`config.mk`:
```
export PLATFORM = sky130hd
export DESIGN_NAME = rx_seq_ctrl
export DESIGN_NICKNAME = d
export VERILOG_FILES = /design/src/rtl/rx_seq_pkg.sv /design/src/rtl/rx_seq_ctrl_out_reg.sv /design/src/rtl/rx_seq_ctrl.sv
export SDC_FILE = /design/constraint.sdc
export NUM_CORES = 1
export LEC_CHECK = 0
export ABC_AREA = 1
export CELL_PAD_IN_SITES_DETAIL_PLACEMENT = 1
export CELL_PAD_IN_SITES_GLOBAL_PLACEMENT = 1
export CORE_ASPECT_RATIO = 1.5
export CORE_UTILIZATION = 29
export DETAILED_ROUTE_END_ITERATION = 10
export PLACE_DENSITY_LB_ADDON = 0.1
export SLEW_MARGIN = 15
export SYNTH_ARGS = -nofsm -noshare
export SYNTH_HDL_FRONTEND = slang
export SYNTH_HIERARCHICAL = 1
export SYNTH_SLANG_ARGS = --single-unit
```
`constraint.sdc`:
```
create_clock -name clk -period 1.75 [get_ports clk]
set_input_delay 0.525 -clock clk [delete_from_list [all_inputs] [get_ports clk]]
set_output_delay 0.525 -clock clk [all_outputs]
set_load 0.02 [all_outputs]
```
`src/rtl/rx_seq_pkg.sv`:
```
`default_nettype none
// ============================================================================
// Package     : rx_seq_pkg
// Description : Shared types, widths and helpers for the RX sequencer.
// Revision    : 1.0 - initial release
// ============================================================================
package rx_seq_pkg;

    localparam int RATE_W           = 12;
    localparam int RX_DATA_W        = 64;
    localparam int RATE_MIN_DEFAULT = 4;

    typedef enum logic [2:0] {
        IDLE  = 3'd0,
        CFG   = 3'd1,
        FLUSH = 3'd2,
        ACQ   = 3'd3,
        DONE  = 3'd4
    } state_t;

    function automatic logic [RATE_W-1:0] clamp_rate(
        input logic [RATE_W-1:0] rate,
        input logic [RATE_W-1:0] rate_min
    );
        return (rate < rate_min) ? rate_min : rate;
    endfunction

endpackage
`default_nettype wire

```
`src/rtl/rx_seq_ctrl_out_reg.sv`:
```
`default_nettype none
// ============================================================================
// Module      : rx_out_reg
// Description : One-entry AXI-stream output register; flags samples that
//               arrive while it is full and not draining.
// Options     : RX_TLAST_EN adds a registered tlast bit
// Revision    : 1.0 - initial release
// ============================================================================
module rx_out_reg #(
    parameter int DATA_W = 64
) (
    input  logic              clk,
    input  logic              rst_n,
    input  logic              i_valid,
    input  logic [DATA_W-1:0] i_data,
    input  logic              i_tready,
    output logic              o_tvalid,
    output logic [DATA_W-1:0] o_tdata,
`ifdef RX_TLAST_EN
    input  logic              i_last,
    output logic              o_tlast,
`endif
    output logic              o_drop
);

    logic              r_valid;
    logic [DATA_W-1:0] r_data;
    logic              w_load;

    assign w_load = i_valid & (~r_valid | i_tready);
    assign o_drop = i_valid & r_valid & ~i_tready;

    always_ff @(posedge clk) begin
        if (!rst_n) begin
            r_valid <= 1'b0;
            r_data  <= '0;
        end else if (w_load) begin
            r_valid <= 1'b1;
            r_data  <= i_data;
        end else if (i_tready) begin
            r_valid <= 1'b0;
        end
    end

`ifdef RX_TLAST_EN
    logic r_last;

    always_ff @(posedge clk) begin
        if (!rst_n) begin
            r_last <= 1'b0;
        end else if (w_load) begin
            r_last <= i_last;
        end
    end

    assign o_tlast = r_last & r_valid;
`endif

    assign o_tvalid = r_valid;
    assign o_tdata  = r_data;

endmodule
`default_nettype wire

```
`src/rtl/rx_seq_ctrl.sv`:
```
`default_nettype none
// ============================================================================
// Module      : rx_seq_ctrl
// Description : Sequencer for one RX decimation chain: programs the rate,
//               flushes the chain, then gates N samples downstream.
// Options     : RX_TLAST_EN adds out_tlast_o on the final sample beat
// Revision    : 1.0 - initial release
// ============================================================================
module rx_seq_ctrl
    import rx_seq_pkg::*;
#(
    parameter int FLUSH_CYCLES = 8,
    parameter int RATE_MIN     = RATE_MIN_DEFAULT,
    parameter int NSAMP_W      = 16
) (
    input  logic                 clk,
    input  logic                 rst_n,
    input  logic                 cmd_valid_i,
    output logic                 cmd_ready_o,
    input  logic [RATE_W-1:0]    cmd_rate_i,
    input  logic [NSAMP_W-1:0]   cmd_nsamp_i,
    input  logic                 abort_i,
    output logic [15:0]          rate_axis_tdata_o,
    output logic                 rate_axis_tvalid_o,
    input  logic                 rate_axis_tready_i,
    output logic                 chain_rst_n_o,
    input  logic                 rx_tvalid_i,
    input  logic [RX_DATA_W-1:0] rx_tdata_i,
    output logic                 rx_tready_o,
    output logic                 out_tvalid_o,
    output logic [RX_DATA_W-1:0] out_tdata_o,
    input  logic                 out_tready_i,
    output logic                 busy_o,
    output logic                 done_o,
    output logic                 overflow_o,
`ifdef RX_TLAST_EN
    output logic                 out_tlast_o,
`endif
    output logic [NSAMP_W-1:0]   sample_cnt_o
);

    localparam logic [RATE_W-1:0] C_RATE_MIN   = RATE_W'(RATE_MIN);
    localparam logic [7:0]        C_FLUSH_LOAD = 8'(FLUSH_CYCLES - 1);

    state_t               r_state;
    logic [RATE_W-1:0]    r_rate;
    logic [NSAMP_W-1:0]   r_nsamp;
    logic [NSAMP_W-1:0]   r_sample_cnt;
    logic [7:0]           r_flush_cnt;
    logic                 r_overflow;
    logic                 r_cmd_ready;
    logic                 r_rate_tvalid;
    logic                 r_chain_rst_n;
    logic                 r_rx_tready;
    logic                 r_busy;
    logic                 r_done;

    logic                 w_cmd_acc;
    logic                 w_rx_acc;
    logic [NSAMP_W-1:0]   w_cnt_next;
    logic                 w_last_sample;
    logic                 w_drop;
    logic                 w_go_idle;

    assign w_cmd_acc     = cmd_valid_i & r_cmd_ready;
    assign w_rx_acc      = rx_tvalid_i & r_rx_tready;
    assign w_cnt_next    = r_sample_cnt + 1'b1;
    assign w_last_sample = (w_cnt_next == r_nsamp);

    // DONE always returns to IDLE; abort only matters while the chain is in use.
    always_comb begin
        w_go_idle = 1'b0;
        case (r_state)
            IDLE:             w_go_idle = 1'b0;
            CFG, FLUSH, ACQ:  w_go_idle = abort_i;
            default:          w_go_idle = 1'b1;
        endcase
    end

    always_ff @(posedge clk) begin
        if (!rst_n) begin
            r_state       <= IDLE;
            r_rate        <= '0;
            r_nsamp       <= '0;
            r_sample_cnt  <= '0;
            r_flush_cnt   <= '0;
            r_overflow    <= 1'b0;
            r_cmd_ready   <= 1'b1;
            r_rate_tvalid <= 1'b0;
            r_chain_rst_n <= 1'b0;
            r_rx_tready   <= 1'b0;
            r_busy        <= 1'b0;
            r_done        <= 1'b0;
        end else begin
            // Dropped samples still count: acquisition length is time-based.
            if (w_rx_acc && (r_sample_cnt != r_nsamp)) begin
                r_sample_cnt <= w_cnt_next;
            end
            if (w_drop) begin
                r_overflow <= 1'b1;
            end

            if (w_go_idle) begin
                r_state       <= IDLE;
                r_cmd_ready   <= 1'b1;
                r_rate_tvalid <= 1'b0;
                r_chain_rst_n <= 1'b0;
                r_rx_tready   <= 1'b0;
                r_busy        <= 1'b0;
                r_done        <= 1'b0;
            end else begin
                case (r_state)
                    IDLE: begin
                        if (w_cmd_acc) begin
                            r_rate        <= clamp_rate(cmd_rate_i, C_RATE_MIN);
                            r_nsamp       <= cmd_nsamp_i;
                            r_sample_cnt  <= '0;
                            r_overflow    <= 1'b0;
                            r_state       <= CFG;
                            r_cmd_ready   <= 1'b0;
                            r_busy        <= 1'b1;
                            r_rate_tvalid <= 1'b1;
                        end
                    end
                    CFG: begin
                        if (rate_axis_tready_i) begin
                            r_state       <= FLUSH;
                            r_rate_tvalid <= 1'b0;
                            r_flush_cnt   <= C_FLUSH_LOAD;
                        end
                    end
                    FLUSH: begin
                        if (r_flush_cnt == 8'd0) begin
                            if (r_nsamp == '0) begin
                                r_state <= DONE;
                                r_done  <= 1'b1;
                            end else begin
                                r_state       <= ACQ;
                                r_chain_rst_n <= 1'b1;
                                r_rx_tready   <= 1'b1;
                            end
                        end else begin
                            r_flush_cnt <= r_flush_cnt - 8'd1;
                        end
                    end
                    ACQ: begin
                        if (w_rx_acc && w_last_sample) begin
                            r_state       <= DONE;
                            r_done        <= 1'b1;
                            r_chain_rst_n <= 1'b0;
                            r_rx_tready   <= 1'b0;
                        end
                    end
                    default: begin
                        r_state <= IDLE;
                    end
                endcase
            end
        end
    end

    rx_out_reg #(
        .DATA_W   (RX_DATA_W)
    ) u_out_reg (
        .clk      (clk),
        .rst_n    (rst_n),
        .i_valid  (w_rx_acc),
        .i_data   (rx_tdata_i),
        .i_tready (out_tready_i),
        .o_tvalid (out_tvalid_o),
        .o_tdata  (out_tdata_o),
`ifdef RX_TLAST_EN
        .i_last   (w_last_sample),
        .o_tlast  (out_tlast_o),
`endif
        .o_drop   (w_drop)
    );

    assign cmd_ready_o        = r_cmd_ready;
    assign rate_axis_tdata_o  = {4'b0000, r_rate};
    assign rate_axis_tvalid_o = r_rate_tvalid;
    assign chain_rst_n_o      = r_chain_rst_n;
    assign rx_tready_o        = r_rx_tready;
    assign busy_o             = r_busy;
    assign done_o             = r_done;
    assign overflow_o         = r_overflow;
    assign sample_cnt_o       = r_sample_cnt;

endmodule
`default_nettype wire

```
# Word level (Yosys, flattened, before mapping)
# Cells that the tools add are included.
# totals
ram_bits	0
output_inout_bits	104
rom_bits	0
latchBits	0
mem_count	0
regBits	126
input_bits	99
# classes
n_reduce_logical	18
multipliers	0
n_eq_ne	12
n_lt_le_gt_ge	1
div_mod_pow	0
n_mux	32
n_bitwise	10
shift	0
n_addsub	2
# op_table
cell	count
16-bit two-way mux	4
16-bit by 1-bit adder with 16-bit output, second input constant	1
16-bit equality test	1
16-bit zero test	1
8-bit two-way mux	2
16-bit != test	1
8-bit one-hot mux with 2 select lines	1
4-bit AND reduction	4
3-bit two-way mux	5
1-bit two-way mux	14
2-bit != test, second input constant	7
12-bit by 3-bit less-than comparator with 1-bit output, second input constant	1
12-bit two-way mux	1
3-bit one-hot mux with 4 select lines	1
8-bit zero test	1
1-bit one-hot mux with 2 select lines	4
2-bit nonzero test	4
8-bit by 1-bit subtractor with 8-bit output, second input constant	1
3-bit by 2-bit equality test with 1-bit output, second input constant	2
3-bit AND reduction	2
1-bit AND	5
1-bit NOT	4
3-bit by 1-bit equality test with 1-bit output, second input constant	1
3-bit zero test	1
5 further kinds	6

# Longest topological paths before layout
# Gate-level depths: netlist of the first run.
# depth
word_depth	7
mapped_depth	15

# Cells and area by module
# The synthesis of the first run kept the hierarchy.
# by_module_without_submodules
module	area_each_um2	cells_per_inst	n_inst	seq_area_each_um2
rx_seq_ctrl	3306.9	498	1	1221.2
rx_out_reg	2931.6	425	1	1301.2

# Least setup slack after synthesis of the first run
# No wires, ideal clock.
# synth_path
path_type	register -> register
startpoint	reg r_sample_cnt[0] (netlist: sample_cnt_o[0])
endpoint	reg r_state[1]
t_arrival_ns	1.882
required_ns	1.637
stages_incl_launch_ff	13
slack_ns	-0.245
path_cell_list	dfxtp_1 > ha_1 > nand2_1 > nor2_4 > nand3_1 > nand3_1 > nand2_1 > nor2_1 > nand3_2 > o21bai_4 > nand3_2 > o21ai_1 > inv_1
# synth_between
elab_chain_cells	5
# synth_lines
item	line	text
from (decl)	rx_seq_ctrl.sv:48	logic [NSAMP_W-1:0] r_sample_cnt;
from (signal assigned)	rx_seq_ctrl.sv:97	r_sample_cnt <= w_cnt_next;
16-bit by 1-bit adder with 16-bit output	rx_seq_ctrl.sv:67	assign w_cnt_next = r_sample_cnt + 1'b1;
16-bit equality test	rx_seq_ctrl.sv:68	assign w_last_sample = (w_cnt_next == r_nsamp);
1-bit logical AND	rx_seq_ctrl.sv:147	if (w_rx_acc && w_last_sample) begin
2-bit != test (no source line)	n/a	
4-bit AND reduction (no source line)	n/a	
to (signal assigned)	rx_seq_ctrl.sv:82	r_state <= IDLE;
to (signal assigned)	rx_seq_ctrl.sv:148	r_state <= DONE;
to (signal assigned)	rx_seq_ctrl.sv:155	r_state <= IDLE;
to (decl)	rx_seq_ctrl.sv:45	state_t r_state;
# Every way passes these cells.
# A chain may end at the register's enable or synchronous reset.

# Final worst setup path of the first run
# layout_path
startpoint	reg r_sample_cnt[0] (netlist: sample_cnt_o[0])
endpoint	reg r_rx_tready (netlist: rx_tready_o)
# layout_between
elab_chain_cells	5
# layout_lines
item	line	text
16-bit by 1-bit adder with 16-bit output	rx_seq_ctrl.sv:67	
16-bit equality test	rx_seq_ctrl.sv:68	
1-bit logical AND	rx_seq_ctrl.sv:147	
2-bit != test (no source line)	n/a	
4-bit AND reduction (no source line)	n/a	
to (signal assigned)	rx_seq_ctrl.sv:91	r_rx_tready <= 1'b0;
to (signal assigned)	rx_seq_ctrl.sv:140	r_rx_tready <= 1'b1;
to (signal assigned)	rx_seq_ctrl.sv:151	r_rx_tready <= 1'b0;
to (decl)	rx_seq_ctrl.sv:54	logic r_rx_tready;
# Every way passes these cells.

==> metrics.cfg, run 1 <==
[worst_setup_path]
critPathMaxStageDelay_ns=0.38
path_max_fanout=6
arrival_ns=2.28
path_cells=ha_4, nand2_4, nor2_4, nand2_2, nand3_2, nand2_2, nor2_2, nand3_2, buf_4, buf_6, o31ai_4, a21oi_1
critPathKind=flip-flop to flip-flop
cp-start-kind=flip-flop
cp-end-kind=flip-flop
crit_slowest_cell=dfxtp_4
cp_data_required_time_ns=2.04

[detailed_routing]
vias=6878
drt_iter0_drc=302
drc=0
top_layer_used=met4
wl_met2_mm=11.18
met3_length_um=957
routed_via_density=4.588
drt-total-wl_mm=21.57
routedWlPerCell_um=14.39
drt_pass1_iterations=4
drt-met1-wl_mm=8.816
antenna_left=0

[die]
rows=65
die-area_mm2=0.02212
die_h_um=181.6
start_util_pct=29.62
core-area_mm2=0.02106
num_io_pins=203
dieWidth_um=121.8

[job]
maxCapViolations=0

[timing]
grt_setup_unrepaired=yes
report.final.slew_viol_count=0
setup_ws_ns=-0.2390
fin_skew_ns=0.01382
hold_viol=0
fin_crit_sh_pct=113.7
setup_viol=13
min_period_ns=1.989
clock.fmax_mhz=502.8

[logic_synthesis]
synth-edff-count=0
synth_seq_cells=126
yosys.area.top_type=dfxtp_1
yosys.area.top_type_share_pct=40.43
yosysWarnings=6
syn-instance-count=923
yosysSeqAreaShare_pct=40.43
synth_common_cells=nand2_1, inv_1, nor2_1
synth.area.top_cells=dfxtp_1, nand2_1, a21oi_1
ys.flop_type=dfxtp_1
syn_area_per_cell_um2=6.759
synth_most_common_cell=nand2_1
synth_area_mm2=0.006238
synth_cell_types=37
synthArstFlopShare_pct=0

[cells_and_area]
fillers=2647
multiInputGateArea_mm2=0.003171
drive_gt1_share_pct=21.20
final_nets=1321
seqCellArea_mm2=0.002560
fin_cells=1499
area_delta_synth_final_pct=61.11
antennaDiodeCount=0

[clock_tree]
cts-htree-levels=4
cts_made_buffers=17
cts_tree=yes
cts_root_buffer=clkbuf_16
clock_sinks=126
clk_pin_slew_ns=0.06
clockBufferDepth=2
worst_skew_pair.late_latency_ns=0.42

[power_and_ir_drop]
power.density_mw_per_mm2=1292
p_leak_nw=4.760
total_power_mw=12.98
irDropWorstVdd_mv=0.8166

[global_routing]
grt_pass1_wl_mm=34.13
grt_max_degree=54
grt_pass1_vias=6872
antenna_found_initial=0
overflow=0
gr-usage-all-layers_pct=19.72

[placed_design]
gp_congestion=0.8399
dp_hpwl_mm=15.85
placedCellCount=1459
io_buffers=198

[run_status]
status=finished with violations
violations=negative setup slack

[hold_path]
worstHoldPathType=flip-flop to flip-flop

## cell usage in the layout, fill, tap and decap left out, types with 5 or more instances in the layout
| cell | count |
|---|---|
| dfxtp_1 | 110 |
| o21ai_0 | 34 |
| clkbuf_16 | 17 |
| clkdlybuf4s15_2 | 9 |
| nor2_2 | 10 |
| inv_1 | 122 |
| buf_6 | 9 |
| nand4_1 | 13 |
| nor2_1 | 119 |
| nand2_1 | 170 |
| clkdlybuf4s50_1 | 97 |
| dlygate4sd2_1 | 85 |
| buf_4 | 108 |
| a21oi_1 | 100 |
| nand3_2 | 14 |
| inv_2 | 8 |
| dfxtp_4 | 7 |
| dfxtp_2 | 9 |
| buf_12 | 8 |
| xnor2_1 | 5 |
| xor2_1 | 6 |
| nand2_2 | 11 |
| nor2_4 | 6 |
| nand3_1 | 87 |
## worst max-delay path: cells and delay by family, from the launching register on
| kind | cells | cell delay, ns |
|---|---|---|
| and+or+nand+nor | 7 | 0.77 |
| DFF | 1 | 0.38 |
| buffers and inverters | 2 | 0.28 |
| AOI/OAI and AO/OA | 2 | 0.25 |
| adders and majority gates | 1 | 0.17 |
## where the power goes
group	total [mW]	switching [mW]	internal, mW	leakage [nW]
clock	3.27	1.39	1.88	0.265
combinational	5.75	3.25	2.50	3.46
sequential	3.96	0.425	3.54	1.04
total	13.0	5.06	7.92	4.76
## layout make-up
type | instances | area share, %
multi-input cells | 617 | 31.54
repair buffers | 323 | 29.19
flip-flops and latches | 126 | 25.47
inverters | 134 | 5.079
clock buffers | 19 | 4.506
well taps | 268 | 3.336
clock inverters | 12 | 0.8714
## path summary, 6_finish.rpt
kind | start | end | slack (ns) | depth (start not counted)
max | sample_cnt_o[0] | rx_tready_o | -0.24 | 12
min | r_flush_cnt[0] | r_flush_cnt[0] | 0.42 | 1
max reg2reg | sample_cnt_o[0] | rx_tready_o | -0.24 | 12
min reg2reg | r_flush_cnt[0] | r_flush_cnt[0] | 0.42 | 1
## sequential cells by signal, indices dropped and copies added (netlist names), 3 cells and up
signal,count
r_flush_cnt,8
r_nsamp,16
r_rate,12
r_state,3
sample_cnt_o,16
u_out_reg/o_tdata,64
## routing by layer
metal / vias to the layer above / global-route usage [%]
met4: 0 / 8.247
li1: 3512 / -
met5: - / 0
met2: 156 / 36.09
met3: 21 / 4.177
met1: 3189 / 21.44
## cells by family (layout without fill, tap and decap cells)
logic type | after synthesis | in the layout | synth area share, %
compound gates | 148 | 148 | 12.45
xor+xnor | 13 | 13 | 1.825
fa+ha+maj | 3 | 3 | 0.6017
buf+inv | 184 | 488 | 13.46
flops | 126 | 126 | 40.43
other cells | 1 | 4 | 0.06011
simple gates | 448 | 449 | 31.17
## per-stage QoR
stage / worst slack (ns) / TNS, ns / area [um2] / hold WS (ns) / util, %
floorplan: -0.005668 / -0.005668 / 6284 / 0.4223 / -
detailed placement: -0.4950 / -33.89 / 9245 / 0.4442 / 43.89
global placement: -0.4843 / -33.34 / 9245 / 0.4383 / 43.89
CTS: -0.2096 / -0.7698 / 9918 / 0.4550 / 47.09
finish: -0.2390 / -1.186 / 10050 / 0.4239 / 47.72
global route: -0.3224 / -3.021 / 10050 / 0.4338 / 47.72
## timing repair
action / 4_1_cts / 5_1_grt
gates resized for setup: 171 / 47
hold buffers: 0 / 0
hold endpoints to repair: 0 / 0
setup endpoints to repair: 122 / 56
buffers inserted: 5 / 3
pin swaps: 20 / 16
gates cloned: 1 / 0
Note: power is estimated with default switching activity, not from simulation.
==> run 2: changes to the inputs <==
- PLACE_DENSITY: not set -> 0.85
- PLACE_DENSITY_LB_ADDON: 0.1 -> not set
- clock period: 1.75 -> 1.8 ns (I/O delays scaled with it)
==> run 2 against run 1 <==
  * The run still ends with negative setup slack left
  * Sequential power shrank 2%
  * Setup slack got worse by 0.070 ns
  * Hold slack improved by 0.034 ns
  * Via count up 5.2%
  * Die area stayed put
  * Largest cell class unchanged
==> metrics.cfg, run 2 (same netlist as run 1, synthesis figures left out) <==
[die]
num_io_pins=203  ; unchanged
die-area_mm2=0.02212  ; unchanged
start_util_pct=29.62  ; unchanged
dieWidth_um=121.8  ; unchanged
rows=65  ; unchanged
die_h_um=181.6  ; unchanged
core-area_mm2=0.02106  ; unchanged

[job]
maxCapViolations=0  ; unchanged

[detailed_routing]
drc=0  ; unchanged
routedWlPerCell_um=16.63  ; +16%
drt_pass1_iterations=4  ; unchanged
vias=7236  ; +5.2%
drt_iter0_drc=326  ; +7.9%
drt-total-wl_mm=24.73  ; +15%
routed_via_density=4.866  ; +6.1%
antenna_left=0  ; unchanged

[power_and_ir_drop]
p_leak_nw=4.740  ; -0.42%
total_power_mw=13.20  ; +1.6%
power.density_mw_per_mm2=1304  ; +0.93%
irDropWorstVdd_mv=0.7947  ; -2.7%

[worst_setup_path]
arrival_ns=2.43  ; +0.15 ns
cp-end-kind=flip-flop
cp_data_required_time_ns=2.13  ; +0.09 ns
critPathKind=flip-flop to flip-flop
path_max_fanout=6  ; unchanged
cp-start-kind=flip-flop

[cells_and_area]
final_cell_mix=nand2_1, inv_1, nor2_1
antennaDiodeCount=0  ; unchanged
fillers=2620  ; -1.0%
area_delta_synth_final_pct=62.23
largest_register_ff_count=64  ; unchanged
layout_commonest_cell=nand2_1
final_nets=1308  ; -0.98%
seqCellArea_mm2=0.002549  ; -0.44%
fin_cells=1487  ; -0.80%
multiInputGateArea_mm2=0.003211  ; +1.3%
drive_gt1_share_pct=20.43  ; -0.78 points

[timing]
hold_viol=0  ; unchanged
grt_setup_unrepaired=yes
min_period_ns=2.109  ; +0.1196 ns
setup_viol=20  ; +7
report.final.slew_viol_count=0  ; unchanged
hold-worst-slack_ns=0.4582  ; +0.03433 ns
tns_ns=-2.413  ; -1.228 ns
clock.fmax_mhz=474.3  ; -5.7%
setup_ws_ns=-0.3085  ; -0.06957 ns
fin_skew_ns=0.009563  ; -0.004260 ns
fin_crit_sh_pct=117.1  ; +3.5 points

[clock_tree]
worst_skew_pair.late_latency_ns=0.43  ; about the same
ctsHoldBuffers=0  ; unchanged
clk_pin_slew_ns=0.06  ; about the same
cts_tree=yes
clockBufferDepth=2  ; unchanged
cts_root_buffer=clkbuf_16
cts-htree-levels=4  ; unchanged
clock_sinks=126  ; unchanged
cts_made_buffers=17  ; unchanged

[global_routing]
grt_max_degree=81  ; +50%
gr-usage-all-layers_pct=21.19  ; +1.5 points
overflow=0  ; unchanged
grt_pass1_wl_mm=36.46  ; +6.8%
antenna_found_initial=0  ; unchanged
grt_pass1_vias=7335  ; +6.7%

[placed_design]
placedCellCount=1428  ; -2.1%
gp_congestion=0.9574  ; +14%
io_buffers=198  ; unchanged
dp_hpwl_mm=16.15  ; +1.9%
pre_cts_slack_ns=-0.4382  ; +0.05682 ns

[run_status]
status=finished with violations
violations=negative setup slack

[hold_path]
worstHoldPathType=flip-flop to flip-flop

[run 2: cell types whose count changed in the layout (fill, tap and decap cells not counted), moves of 4 or more]
cell	delta
inv_1	+5
bufinv_16	+4
nand3_2	-4
buf_6	-4
nand2_1	-7
nand3_4	+4
inv_2	-4
nand2_2	+6
buf_4	-10
[run 2: metal layers]
| layer | track usage [%] | vias up | routed length [um] | part of all wire (%) |
|---|---|---|---|---|
| met3 | 5.496 | 59 | 1383 | 5.6 |
| met5 | 0 | - | 0 | 0 |
| met2 | 39.07 | 234 | 12910 | 52 |
| met1 | 21.32 | 3455 | 9351 | 38 |
| met4 | 10.96 | 0 | 1082 | 4.4 |
| li1 | - | 3488 | - | - |
[run 2: layout make-up]
class | count | share of cell area [%]
Sequential cell | 126 | 25.18
Clock inverter | 13 | 1.830
Inverter | 134 | 5.019
Tap cell | 268 | 3.313
Multi-Input combinational cell | 617 | 31.72
Timing Repair Buffer | 310 | 28.46
Clock buffer | 19 | 4.475
[run 2: timing repair]
item,in CTS,in global routing
gates resized for setup,176,42
cloned,0,2
endpoints found under the setup margin,123,31
buffers inserted,16,11
pin swaps,24,27
[run 2: path summary, 6_finish.rpt]
check	cells after the start	from	end	slack [ns]
max	15	sample_cnt_o[1]	r_state[0]	-0.31
min	2	r_rate[5]	r_rate[5]	0.46
max reg2reg	15	sample_cnt_o[1]	r_state[0]	-0.31
min reg2reg	2	r_rate[5]	r_rate[5]	0.46
[run 2: per-stage QoR]
step / utilization, % / area (um2)
floorplan: - / 6262
detailed placement: 42.68 / 8991
global route: 48.05 / 10120
CTS: 46.72 / 9842
global placement: 42.68 / 8991
finish: 48.05 / 10120
[run 2: worst max-delay path, cell delays in order, from the launching register on]
cell	delay, ns
dfxtp_4	0.36
buf_4	0.13
nand2_2	0.07
nor2_4	0.06
buf_4	0.13
nand2_1	0.06
nand2_1	0.06
nor2_2	0.13
nand2_1	0.13
nor2_2	0.18
nand3_4	0.12
o21bai_4	0.22
buf_6	0.13
nand4_1	0.07
nand2_1	0.09
nor2_1	0.05
[run 2: power breakdown]
part	total, mW	switching (mW)	internal (mW)	leakage, nW
combinational	5.55	3.29	2.25	3.40
clock	3.78	1.39	2.40	0.310
sequential	3.87	0.428	3.44	1.03
